### src/rtl/csa_16_reg.sv
// Registered three-operand adder: 3:2 carry-save compression followed by a carry-propagate add.
// Define CSA16_PIPE2_EN to register the carry-save vectors as well (two-cycle latency).
module csa_16_reg #(
   parameter int WIDTH = 16
) (
   input  logic             clk,
   input  logic             rst,
   input  logic [WIDTH-1:0] x,
   input  logic [WIDTH-1:0] y,
   input  logic [WIDTH-1:0] z,
   output logic [WIDTH:0]   s,
   output logic             cout
);

   logic [WIDTH-1:0] sv;
   logic [WIDTH:0]   cv;
   logic [WIDTH-1:0] sv_c;
   logic [WIDTH:0]   cv_c;
   logic [WIDTH+1:0] tot;
   logic [WIDTH+1:0] sum_q;

   // Bitwise full-adder compression; carries shift up one place.
   always_comb begin
      sv_c = x ^ y ^ z;
      cv_c = {(x & y) | (x & z) | (y & z), 1'b0};
   end

`ifdef CSA16_PIPE2_EN
   always_ff @(posedge clk) begin
      if (rst) begin
         sv <= '0;
         cv <= '0;
      end else begin
         sv <= sv_c;
         cv <= cv_c;
      end
   end
`else
   always_comb begin
      sv = sv_c;
      cv = cv_c;
   end
`endif

   always_comb begin
      tot = {2'b00, sv} + {1'b0, cv};
   end

   always_ff @(posedge clk) begin
      if (rst)
         sum_q <= '0;
      else
         sum_q <= tot;
   end

   assign s    = sum_q[WIDTH:0];
   assign cout = sum_q[WIDTH+1];

endmodule

### config.mk
export PLATFORM = sky130hd
export DESIGN_NAME = csa_16_reg
export DESIGN_NICKNAME = d
export VERILOG_FILES = /design/src/rtl/csa_16_reg.sv
export SDC_FILE = /design/constraint.sdc
export NUM_CORES = 1
export LEC_CHECK = 0
export CAP_MARGIN = 10
export CORE_MARGIN = 3
export CORE_UTILIZATION = 40
export CTS_CLUSTER_DIAMETER = 30
export CTS_CLUSTER_SIZE = 24
export DETAILED_ROUTE_END_ITERATION = 12
export HOLD_SLACK_MARGIN = 0.15
export PLACE_DENSITY = 0.74
export SYNTH_ARGS = -nofsm -noshare
export SYNTH_HDL_FRONTEND = slang
export SYNTH_SLANG_ARGS = --single-unit
### constraint.sdc
create_clock -name clk -period 3.3 [get_ports clk]
set_input_delay 0.495 -clock clk [delete_from_list [all_inputs] [get_ports clk]]
set_output_delay 0.495 -clock clk [all_outputs]
set_load 0.02 [all_outputs]
==> results by group <==
Status
  – Outcome: completed

Clocking
  – Post-CTS sizing: 0
  – Inserted Clock Buffers: 3
  – Register clock-pin slew on the reported worst setup and hold paths: 0.08 ns
  – Max clock buf depth: 2
  – Sink Count: 18
  – Hold-fix buffers, CTS: 0
  – H-tree levels: 1
  – CTS tree: done
  – Clock root buffer master: clkbuf_8
  – Setup Fix Bufs, Post-CTS: 0

Synthesis
  – Share of the synthesized area in the top cell type: about 22%
  – Yosys warning count: 0
  – Sequential area share after synthesis: 22.2%
  – Gate Count Post-Synth: between 150 and 200
  – Yosys cell types: 37
  – Post-synth net total: 251
  – Syn avg cell area: 9.60 µm²
  – Synth Register Bits: 18
  – Area leader, netlist: dfxtp_1
  – Post-synthesis cell area: 1620 µm²
  – Top cells by area, synth: dfxtp_1, fa_1, ha_1, nor2_1, mux2_2

STA
  – Final setup fails: 0
  – Slew margin rel.: 40.7%
  – Tmin final: a little over 3 ns
  – Fin crit share: 92.9%
  – Max Fclk: 0.326 GHz
  – Final Max Slew Viols: 0
  – Hold WS: 0.945 ns
  – Worst Tran Pin Value: 0.886 ns
  – Final hold viol count: 0
  – RSZ-0062 raised after global routing: false
  – Setup Total Neg Slack: 0 ns
  – Final worst setup slack: 0.236 ns

Final layout
  – Final core occ: between 60% and 70%
  – Layout cell share with drive strength beyond 1: 9.92%
  – Largest reg by FF count: sum_q
  – Syn-to-layout area delta: 49.8%
  – Ant. Diodes: 0
  – Largest registers: sum_q x18
  – Largest register FFs: 18
  – Final net count: between 300 and 400

Pwr
  – Sequential power share: between 20% and 30%
  – Sw frac: a little under two fifths
  – Internal: 710 µW
  – PwrDens: 462 nW/µm²
  – Psw: 411 µW
  – Clock power frac: 16.7%
  – Leak Pwr: 0.00104 µW
  – Worst IR Drop VDD: 174 µV
  – Logic pwr share: approximately three fifths

GRT
  – Gr busiest metal: met2
  – First-pass GRT wire length: approximately 6700 µm
  – Gr usage total: 16.4%
  – Vias in the first global route: 1586
  – Total gr overflow: 0
  – Met1 Use GR: a little under a fifth
  – Largest net degree at the start of global routing: 27
  – M2 GR Usage: 31.0%
  – Antenna violations before repair: 0
  – GR Util met3: 3.62%

Floorplanning
  – Core Rows: 22
  – # IOs: 68
  – Starting density of the core: 43.0%
  – Chip Width: 69.7 µm
  – DIE AREA: 4850 µm²
  – Core area: between 3000 and 4000 µm²
  – Die height: about 70 µm

Worst setup path
  – Crit. End Element: flop
  – Crit start category: input port
  – Largest fanout on the critical path: 3
  – Critical path destination: sum_q[13]$_SDFF_PP0_
  – Crit Path Class: in -> reg
  – Critical Path Start: y[1]
  – Worst Path Arrival: 3.22 ns
  – Required time of the critical path: 3.45 ns

Drt
  – ANT nets after route: 0
  – Final wirelength: 3750 µm
  – Vias per cell: 4.99
  – Via count: 1447
  – DRC: 0
  – DRC violation total after the first TritonRoute iteration: 28
  – Routed len/inst: between 10 and 15 µm
  – Initial DRT Pass Iterations: 4

Run
  – Max-cap viol count: 0

Placement
  – Final GP Congestion: 0.774
  – Input/output buffers: 67
  – Setup slack at placement: -0.0364 ns
  – Final HPWL from detailed placement: 3170 µm

Hold path
  – Worst hold path class: in -> reg
power groups by stage:
stage               Clock (µW)  Sequential [µW]  Combinational (µW)
finish                     188              280                 654
global placement             0              285                 648
global route               195              285                 720
floorplan                    0              351                 337
detailed placement           0              286                 655
CTS                        191              281                 660
worst min path at each step:
| stage | start | slack (ns) | cells after the start | end |
|---|---|---|---|---|
| floorplan | rst | 0.74 | 2 | sum_q[10]$_SDFF_PP0_ |
| global placement | x[0] | 1.21 | 4 | sum_q[0]$_SDFF_PP0_ |
| detailed placement | z[0] | 1.22 | 4 | sum_q[0]$_SDFF_PP0_ |
| CTS | x[0] | 0.95 | 4 | sum_q[0]$_SDFF_PP0_ |
| global route | x[0] | 0.98 | 4 | sum_q[0]$_SDFF_PP0_ |
| finish | x[0] | 0.94 | 4 | sum_q[0]$_SDFF_PP0_ |
critical path: stages:
cell and delay, ns:
clkdlybuf4s50_1 0.43, fa_1 0.50, ha_1 0.24, fa_1 0.42, a21oi_2 0.20, o211ai_2 0.11
o211a_4 0.18, a311oi_2 0.33, mux2_4 0.32
placed cells by master, fill, tap and decap left out, types with 4 or more instances in the layout:
| cell type | netlist | final |
|---|---|---|
| nor2_1 | 20 | 20 |
| clkbuf_8 | 0 | 4 |
| nand2_1 | 6 | 6 |
| o21ai_0 | 5 | 5 |
| inv_1 | 17 | 17 |
| fa_1 | 17 | 17 |
| nor2b_1 | 8 | 8 |
| buf_4 | 0 | 4 |
| ha_1 | 15 | 15 |
| a21o_1 | 4 | 4 |
| dfxtp_1 | 18 | 18 |
| a21oi_1 | 12 | 12 |
| clkdlybuf4s50_1 | 0 | 67 |
| mux2_2 | 6 | 6 |
| xnor2_1 | 5 | 5 |
layout make-up:
cell class	instances	area [µm²]
tap	48	60.1
sequential	18	360
clock buffer	4	55.1
fill	340	1340
inverter	17	63.8
timing repair buffer	71	701
multi-input combinational	132	1190
cell families (layout without fill, tap and decap cells):
kind of cell / after synthesis / count (layout) / synth area share, %
muxes: 8 / 8 / 5.71
buffers and inverters: 19 / 92 / 4.40
DFF: 18 / 18 / 22.2
adders and majority gates: 32 / 32 / 32.6
AOI/OAI and AO/OA: 41 / 41 / 18.8
and+or+nand+nor: 46 / 46 / 13.6
xor gates and xnor gates: 5 / 5 / 2.70
cells in the mapped netlist:
cell type,number
ha_1,15
inv_1,17
a21oi_4,1
nand2_1,6
a21boi_1,1
nand2_2,1
and4_1,1
clkbuf_1,2
mux2_2,6
a221oi_1,2
mux2_4,1
nor2_1,20
a211oi_1,2
mux2i_1,1
o2111ai_1,1
o211a_4,1
nor2b_1,8
and2_1,1
o22ai_1,2
fa_1,17
o31ai_2,1
dfxtp_1,18
xnor2_1,5
nor3_1,2
or2_2,2
o32ai_1,1
o21bai_1,2
a21oi_1,12
o21ai_0,5
o21a_1,3
a21oi_2,1
nand3_1,2
and3_1,1
o211ai_2,1
nand2b_1,2
a311oi_2,1
a21o_1,4
stage by stage:
step / power (µW) / instances / cell area, µm²
CTS: 1130 / 290 / 2430
global route: 1200 / 290 / 2430
floorplan: 688 / 169 / 1620
finish: 1120 / 290 / 2430
detailed placement: 941 / 286 / 2370
global placement: 934 / 286 / 2370
metal layers:
layer	part of all wire, %	up-vias
li1	-	724
met1	41	663
met2	50	52
met3	7.5	8
met4	1.3	0
met5	0	-
No activity file was read; power rests on OpenSTA's default activity.
